`src/rtl/adder_tree_pipe.sv`:
```
// Pipelined signed adder tree: one register per reduction level, followed by an
// accumulate-and-reduce output stage. A global stall freezes every register.
module adder_tree_pipe #(
  parameter int unsigned DATA_WID  = 16,
  parameter int unsigned INPUT_NUM = 8,
  parameter bit          SAT       = 1'b1,
  parameter bit          ACC_EN    = 1'b1,
  parameter int unsigned ACC_GUARD = 8
) (
  input  logic                       clk,
  input  logic                       rst,
  input  logic                       stall,
  input  logic                       in_valid,
  input  logic                       in_first,
  input  logic                       in_last,
  input  logic signed [DATA_WID-1:0] IN [0:INPUT_NUM-1],
  output logic                       out_valid,
  output logic signed [DATA_WID-1:0] OUT,
  output logic                       out_ovf
);

  localparam int unsigned L  = $clog2(INPUT_NUM);
  localparam int unsigned TW = DATA_WID + L;
  localparam int unsigned AW = TW + ACC_GUARD;

  function automatic int unsigned lvl_cnt(input int unsigned k);
    return (INPUT_NUM + (32'd1 << k) - 32'd1) >> k;
  endfunction

  // Bit offset of level k inside the flattened tree register.
  function automatic int unsigned lvl_off(input int unsigned k);
    int unsigned off;
    off = 0;
    for (int unsigned m = 1; m < k; m++) off += lvl_cnt(m) * (DATA_WID + m);
    return off;
  endfunction

  localparam int unsigned TREE_BITS = lvl_off(L + 1);
  localparam logic signed [AW-1:0] MAX_V = {{(AW-DATA_WID+1){1'b0}}, {(DATA_WID-1){1'b1}}};
  localparam logic signed [AW-1:0] MIN_V = ~MAX_V;

  logic [L-1:0]          vld_q, first_q, last_q;
  logic [L-1:0]          vld_d, first_d, last_d;
  logic [TREE_BITS-1:0]  tree_q, tree_d;
  logic signed [TW-1:0]  tree_sum;
  logic signed [AW-1:0]  acc_q, acc_d, acc_next_c;
  logic signed [DATA_WID-1:0] wrap_c, res_c;
  logic                  res_ovf_c;
  logic                  out_valid_q, out_valid_d;
  logic signed [DATA_WID-1:0] out_q, out_d;
  logic                  out_ovf_q, out_ovf_d;

  // Flags shift one level per unstalled cycle; without accumulation every beat is its own group.
  assign vld_d   = L'({vld_q, in_valid});
  assign first_d = L'({first_q, (ACC_EN ? in_first : 1'b1)});
  assign last_d  = L'({last_q, (ACC_EN ? in_last : 1'b1)});

  for (genvar k = 1; k <= L; k++) begin : g_lvl
    localparam int unsigned CI   = lvl_cnt(k - 1);
    localparam int unsigned CO   = lvl_cnt(k);
    localparam int unsigned WO   = DATA_WID + k;
    localparam int unsigned OOFF = lvl_off(k);

    logic signed [WO-2:0] op [CI];

    if (k == 1) begin : g_src
      for (genvar i = 0; i < CI; i++) begin : g_op
        assign op[i] = IN[i];
      end
    end else begin : g_src
      localparam int unsigned IOFF = lvl_off(k - 1);
      for (genvar i = 0; i < CI; i++) begin : g_op
        assign op[i] = tree_q[IOFF + i*(WO-1) +: WO-1];
      end
    end

    // Pair operands in index order; an odd leftover passes through sign-extended.
    for (genvar j = 0; j < CO; j++) begin : g_node
      logic signed [WO-1:0] sum_c;
      if (2*j + 1 < CI) begin : g_pair
        assign sum_c = WO'(op[2*j]) + WO'(op[2*j+1]);
      end else begin : g_pass
        assign sum_c = WO'(op[2*j]);
      end
      assign tree_d[OOFF + j*WO +: WO] = vld_d[k-1] ? sum_c : tree_q[OOFF + j*WO +: WO];
    end
  end

  assign tree_sum = tree_q[lvl_off(L) +: TW];

  // Accumulate, reduce to DATA_WID and stage the result.
  always_comb begin
    acc_next_c = first_q[L-1] ? AW'(tree_sum) : acc_q + AW'(tree_sum);
    wrap_c     = acc_next_c[DATA_WID-1:0];
    res_c      = wrap_c;
    res_ovf_c  = (AW'(wrap_c) != acc_next_c);
    if (SAT) begin
      if (acc_next_c > MAX_V) begin
        res_c = MAX_V[DATA_WID-1:0];
      end else if (acc_next_c < MIN_V) begin
        res_c = MIN_V[DATA_WID-1:0];
      end
    end
    acc_d       = acc_q;
    out_valid_d = 1'b0;
    out_d       = out_q;
    out_ovf_d   = out_ovf_q;
    if (vld_q[L-1]) begin
      acc_d = acc_next_c;
      if (last_q[L-1]) begin
        out_valid_d = 1'b1;
        out_d       = res_c;
        out_ovf_d   = res_ovf_c;
      end
    end
  end

  always_ff @(posedge clk or posedge rst) begin
    if (rst) begin
      vld_q       <= '0;
      first_q     <= '0;
      last_q      <= '0;
      tree_q      <= '0;
      acc_q       <= '0;
      out_valid_q <= 1'b0;
      out_q       <= '0;
      out_ovf_q   <= 1'b0;
    end else if (!stall) begin
      vld_q       <= vld_d;
      first_q     <= first_d;
      last_q      <= last_d;
      tree_q      <= tree_d;
      acc_q       <= acc_d;
      out_valid_q <= out_valid_d;
      out_q       <= out_d;
      out_ovf_q   <= out_ovf_d;
    end
  end

  assign out_valid = out_valid_q;
  assign OUT       = out_q;
  assign out_ovf   = out_ovf_q;

endmodule

```
`config.mk`:
```
export PLATFORM = sky130hd
export DESIGN_NAME = adder_tree_pipe
export DESIGN_NICKNAME = d
export VERILOG_FILES = /design/src/rtl/adder_tree_pipe.sv
export SDC_FILE = /design/constraint.sdc
export NUM_CORES = 1
export LEC_CHECK = 0
export ABC_AREA = 1
export CAP_MARGIN = 20
export CORE_UTILIZATION = 63
export DETAILED_ROUTE_END_ITERATION = 10
export PLACE_DENSITY = 0.87
export RECOVER_POWER = 25
export SYNTH_ARGS = -nofsm -noshare
export SYNTH_HDL_FRONTEND = slang
export SYNTH_SLANG_ARGS = --single-unit
```
`constraint.sdc`:
```
create_clock -name clk -period 11.8 [get_ports clk]
set_input_delay 2.36 -clock clk [delete_from_list [all_inputs] [get_ports clk]]
set_output_delay 2.36 -clock clk [all_outputs]
set_load 0.1 [all_outputs]
```
==> impl_metrics.yaml, run 1 <==
synthesis:
  synth.avg_cell_area_um2: 6.97
  count_of_flip_flops_with_a_built_in_enable_after_synthesis: 0
  synth.yosys.seq_area_share: 0.309
  postSynth.asyncResetShare: 1.00
  synth.ff_latch_count: 177
  main_area_contributors_after_synthesis: "dfrtp_1 31%, nand2_1 17%, ha_1 13%, inv_1 6.2%, o21ai_0 5.7%"
  netlist_area_mm2: 0.0143
  synth-warning-count: 0
  synth.net_count: 2344
  synth_top_area_frac: 0.309
  yosys_most_used_dff: "dfrtp_1"
  yosysTopAreaCell: "dfrtp_1"
  synth_cells: 2058
  netlist-cell-type-count: 48
run_status:
  status: "complete, but fails checks"
  violations_in_the_final_reports: "max-capacitance violations, max-slew violations"
die:
  chipHeight_um: 153
  dieWidth_um: 153
  io_pins: 152
  core-area_mm2: 0.0221
  initial_cell_density_of_the_core: 0.649
  rows: 54
  die_area_mm2: 0.0234
worst_setup_path:
  crit-reg2reg-launch: "tree_q[104]"
  crit_required_ps: 12320
  rr_worst_depth: 20
  rrSetupSlack_ps: 8370
  crit_path_frequent_cell: "buf_4"
  worst-path-max-fanout: 71
  criticalPathCategory: "in -> async"
  crit_slowest_cell: "clkinvlp_2"
  cpPeakStageDelay_ps: 1740
  cell_by_cell_listing_of_the_critical_path: "dlygate4sd3_1 > clkinvlp_2 > buf_4 > buf_4"
  cp_capture_type: "async pin"
  worst_setup_path_start_kind: "primary input"
  worst-endpoint-arrival_ps: 6210
  timing.rr.end: "OUT[10]"
timing:
  timing.final.max_slew_violations: 72
  worst_slack_ps: 6110
  unrepaired_setup_endpoints_after_global_routing: "no"
  max_freq_mhz: 176
  worst_pin_slew_ps: 3090
  final_min_period_over_clock_period: 0.482
  final.hold.worst_slack_ps: 485
  tns_ps: 0
  slew_headroom: -1.07
  timing.final.setup_violations: 0
  finalHoldViolations: 0
  period_needed_ps: 5690
  fin_worst_skew_ps: 20.2
clock_network:
  clock_tree.buffer_depth: 2
  cts_hold_buf: 0
  tritoncts.num_buffers: 17
  htreeDepth: 4
  number_of_buffers_inserted_to_repair_setup_after_cts: 0
  cts_repair_resize_count: 0
  cts_root_buffer: "clkbuf_16"
  numClockSinks: 177
  clk_latency_ps: 460
  clk_transition_reported_paths_ps: 80
  tritoncts: "yes"
cells_and_area:
  multiInputGateArea_mm2: 0.00881
  layout_common_cells: "644 x nand2_1, 237 x inv_1, 177 x dfrtp_1"
  layout_net_count: 2481
  diodes: 0
  layout_commonest_cell: "nand2_1"
  layout.core_utilization: 0.758
  area_added_between_synthesis_and_finish_pct: 16.7
  fillerInstances: 1658
  drive_gt1_frac: 0.0430
  sequential_cell_area_mm2: 0.00443
routing:
  detailroute.via_count: 14400
  drtAntennaViolNets: 0
  viasPerCell: 5.77
  routed_wl_mm: 39.8
  firstDrtPassIters: 8
  route.detailed.wl_per_inst_um: 16.0
  drt-initial-drc-count: 982
  drc: 0
global_routing:
  grt_usage: 0.351
  grt_overflow: 0
  via_count_of_the_first_global_routing_pass: 14000
  grt_start_max_net_pins: 91
  global_route_wire_length_before_repair_mm: 66.1
  antenna_violations_before_repair: 0
placement:
  place.port_buffers: 151
  place_hpwl_mm: 31.3
  dp_slack_ps: 6570
  gpl.final_weighted_congestion: 0.954
min_path:
  whs_endpoint: "out_valid"
  hp_start: "out_valid"
  worst_hold_path.num_cells: 2
  holdCritPathClass: "reg -> reg"
power_and_ir_drop:
  static-leakage-power_nw: 8.53
  max-vdd-ir-drop_v: 0.000173
  p_total_w: 0.00415
  p_per_area_mw_per_mm2: 248
job:
  cap_viol_max_count: 1
-- power breakdown --
group	internal [W]	switching, W	total, W
clock	0.000292	0.000297	0.000589
sequential	0.000815	0.000188	0.00100
combinational	0.000848	0.00171	0.00256
total	0.00195	0.00219	0.00415
-- area by class of cell --
| type | count | share of cell area |
|---|---|---|
| multi-input combinational | 1596 | 0.526 |
| sequential | 177 | 0.265 |
| timing repair buffer | 159 | 0.0958 |
| inverter | 244 | 0.0548 |
| clock buffer | 17 | 0.0254 |
| tap | 280 | 0.0209 |
| clock inverter | 15 | 0.0123 |
-- per-layer routing --
layer / vias up / global-route usage / part of all wire
met5: - / 0 / 0
met4: 0 / 0.198 / 0.053
met3: 133 / 0.0479 / 0.048
met2: 476 / 0.633 / 0.51
met1: 6638 / 0.400 / 0.39
li1: 7103 / - / -
-- critical path: cells and delay by family --
family | cells | cell delay (ps)
buf+inv | 4 | 3750
-- sequential cells by signal (all words and copies together) (netlist names) --
register / count
out_valid: 1
OUT: 16
first_q: 3
last_q: 3
out_ovf: 1
acc_q: 27
tree_q: 123
vld_q: 3
-- cell usage after synthesis (3+ instances only) --
cell        n
buf_2       4
xor2_1     31
nand3b_1    7
inv_2       4
nand2_1   645
nand3_2     4
nor3_1     21
nand4_1    27
o21bai_1   20
o21ai_0   162
o221ai_1    6
nor2_1    131
nor4_1      8
o31ai_1     6
nor2_2      9
a31o_2      4
a221oi_1    3
a211oi_1    7
a21o_1      5
fa_1        8
clkbuf_1   30
buf_4       3
nand3_1   119
ha_1      144
a31oi_1    43
nand2_2     7
dfrtp_1   177
a22o_1      3
xnor2_1    20
a21oi_1   116
or2_2      18
o21ai_1     3
a21oi_2     5
inv_1     238
-- worst max-delay path by stage --
stage,depth (start not counted),from,endpoint,slack [ps]
2_1_floorplan,1,rst,OUT[0],4640
3_3_place_gp,4,stall,acc_q[22],6640
3_5_place_dp,4,stall,acc_q[22],6570
4_1_cts,4,stall,acc_q[22],7000
5_1_grt,4,rst,tree_q[94],5410
6_report,4,rst,tree_q[100],6110
-- per-stage QoR --
| step | instance area (µm²) | instances |
|---|---|---|
| final | 16700 | 2488 |
| after global routing | 16700 | 2488 |
| after CTS | 16700 | 2487 |
| after detailed placement | 16100 | 2455 |
| after global placement | 16100 | 2454 |
| after floorplan | 14300 | 2058 |
-- cell families after synthesis --
family | Yosys count | synth area share
flops | 177 | 0.309
xor+xnor | 51 | 0.0311
simple gates | 1003 | 0.293
buf+inv | 285 | 0.0770
fa+ha+maj | 152 | 0.137
compound gates | 390 | 0.153
No activity file was read; power rests on OpenSTA's default activity.
==> run 2, diff against run 1 <==
Settings changed: CORE_UTILIZATION 63 to 53, PLACE_DENSITY 0.87 to 0.78.
Clock period 11.8 ns to 4.95 ns, I/O delays scaled along.
==> run 2 against run 1 <==
The flow finishes with violations (design-rule violations, max-capacitance violations, max-slew violations). Setup slack worse by 4600 ps. Sequential power is 130% higher. Non-clock buffer count rose by 1. Routed wire length decreased by 6.9%. Sequential share of layout area shrank 0.085 points. Count of clock-buffer cells in the layout unchanged. Critical path type unchanged. Critical endpoint is now tree_q[6].
==> impl_metrics.yaml, run 2 (same netlist as run 1, synthesis figures left out) <==
run_status:
  status: "complete, but fails checks"
  violations_in_the_final_reports: "design-rule violations, max-capacitance violations, max-slew violations"
timing:
  timing.final.setup_violations: 0
  timing.final.max_slew_violations: 38
  finalHoldViolations: 0
  period_needed_ps: 3490
  final.hold.worst_slack_ps: 478
  tns_ps: 0
  unrepaired_setup_endpoints_after_global_routing: "no"
  fin_worst_skew_ps: 12.4
  slew_headroom: -0.127
  worst_pin_slew_ps: 1680
  final_min_period_over_clock_period: 0.704
  max_freq_mhz: 287
die:
  io_pins: 152
  rows: 59
  initial_cell_density_of_the_core: 0.546
  core-area_mm2: 0.0263
  dieWidth_um: 167
  die_area_mm2: 0.0277
  chipHeight_um: 167
cells_and_area:
  diodes: 0
  largest_register: "tree_q"
  multiInputGateArea_mm2: 0.00881
  fillerInstances: 2367
  drive_gt1_frac: 0.0435
  layout_net_count: 2482
  layout.cells.non_filler: 2544
  layout_common_cells: "644 x nand2_1, 237 x inv_1, 177 x dfrtp_1"
  largest_reg_flops: 123
  layout_commonest_cell: "nand2_1"
  sequential_cell_area_mm2: 0.00443
  layout.core_utilization: 0.639
  area_added_between_synthesis_and_finish_pct: 17.1
global_routing:
  gr-max-usage-layer: "met2"
  grt_util_met2: 0.482
  grt_overflow: 0
  met3_routing_resource_usage_after_global_routing: 0.0352
  antenna_violations_before_repair: 0
  globalRouteMet1Util: 0.333
  grt_usage: 0.273
  via_count_of_the_first_global_routing_pass: 13200
  grt_start_max_net_pins: 101
  global_route_wire_length_before_repair_mm: 62.1
min_path:
  hp_start: "last_q[1]"
  worst_hold_path.num_cells: 2
  holdCritPathClass: "reg -> reg"
  whs_endpoint: "last_q[2]"
power_and_ir_drop:
  max-vdd-ir-drop_v: 0.000344
  power.share.switching: 0.518
  p_total_w: 0.00972
  p_switching_w: 0.00503
  static-leakage-power_nw: 8.53
  share_seq_of_total_power: 0.241
  power.internal_w: 0.00469
  p_per_area_mw_per_mm2: 578
  power.share.clock: 0.143
  combPwrFrac: 0.616
clock_network:
  htreeDepth: 4
  clk_latency_ps: 440
  clk_transition_reported_paths_ps: 70
  tritoncts: "yes"
  clock_tree.buffer_depth: 2
  cts_hold_buf: 0
  numClockSinks: 177
  cts_root_buffer: "clkbuf_16"
  tritoncts.num_buffers: 17
  number_of_buffers_inserted_to_repair_setup_after_cts: 0
  cts_repair_resize_count: 0
worst_setup_path:
  cp.buffers_inverters: 3
  crit-reg2reg-launch: "tree_q[104]"
  rr_worst_depth: 20
  crit_required_ps: 5290
  worst_setup_path_start_kind: "primary input"
  worst-endpoint-arrival_ps: 3820
  worst-path-max-fanout: 100
  rrSetupSlack_ps: 1660
  cpPeakStageDelay_ps: 1230
  cell_by_cell_listing_of_the_critical_path: "dlygate4sd3_1 > clkinvlp_2 > clkbuf_4"
  critical-path-top-delay-family: "buffers and inverters"
  cp_capture_type: "async pin"
  timing.rr.end: "OUT[0]"
  criticalPathCategory: "in -> async"
  crit_slowest_cell: "clkbuf_4"
placement:
  placedCellCount: 2512
  place.port_buffers: 151
  gpl.final_weighted_congestion: 0.971
  place_hpwl_mm: 29.4
routing:
  drtAntennaViolNets: 0
  routed_wl_mm: 37.1
  drc: 4
  firstDrtPassIters: 8
  detailroute.via_count: 13900
  viasPerCell: 5.46
  drt-initial-drc-count: 876
  route.detailed.wl_per_inst_um: 14.6
job:
  cap_viol_max_count: 1
run 2: changes by cell type in the layout (fill, tap and decap cells not counted):
| cell | previous run | this run |
|---|---|---|
| inv_6 | 0 | 3 |
| buf_12 | 0 | 1 |
| buf_16 | 2 | 1 |
| clkinv_4 | 2 | 4 |
| clkinvlp_4 | 1 | 0 |
| clkbuf_4 | 0 | 1 |
| clkinv_8 | 7 | 4 |
| inv_12 | 2 | 0 |
| bufinv_16 | 0 | 1 |
run 2: worst register-to-register path, cell delays in order, from the launching register on:
cell and delay, ps:
dfrtp_1 400, ha_1 280, fa_1 500, nand3_1 170, nand3_2 160, nand2_1 120, nand2_1 110, nand3_1 120
nand2_1 60, nand2_1 50, nand2_1 90, a21oi_2 250, ha_1 190, nand4_1 120, nor2_2 120, nand2_2 80
nand2_4 160, nand2_1 80, nand2_1 70, nand2_1 50, nand2_1 60
run 2: routing by layer:
metal | vias up | part of all wire
li1 | 7111 | -
met1 | 6317 | 0.43
met2 | 387 | 0.49
met3 | 67 | 0.039
met4 | 0 | 0.042
met5 | - | 0
run 2: power by group through the flow:
stage | sequential (W) | clock [W] | combinational, W
after floorplan | 0.00270 | 0 | 0.00402
after global placement | 0.00235 | 0 | 0.00582
after detailed placement | 0.00236 | 0 | 0.00591
after CTS | 0.00234 | 0.00141 | 0.00595
after global routing | 0.00240 | 0.00147 | 0.00671
final | 0.00234 | 0.00139 | 0.00598
run 2: worst max path at each step:
stage / cells after the start / endpoint / start / slack (ps)
detailed placement: 17 / tree_q[44] / IN[32] / 1380
CTS: 20 / OUT[0] / tree_q[104] / 1670
global route: 3 / tree_q[27] / rst / 930
global placement: 17 / tree_q[44] / IN[32] / 1470
floorplan: 1 / OUT[0] / rst / 1690
finish: 3 / tree_q[6] / rst / 1460
run 2: stage by stage:
stage / instance area (µm²) / setup WS (ps)
global route: 16800 / 926
finish: 16800 / 1460
CTS: 16800 / 1670
global placement: 16200 / 1470
floorplan: 14300 / 1690
detailed placement: 16200 / 1380
run 2: final cells by class:
| class | instances | area share |
|---|---|---|
| Multi-Input combinational cell | 1596 | 0.525 |
| Sequential cell | 177 | 0.264 |
| Timing Repair Buffer | 160 | 0.0955 |
| Inverter | 244 | 0.0546 |
| Clock buffer | 17 | 0.0253 |
| Tap cell | 335 | 0.0250 |
| Clock inverter | 15 | 0.0113 |
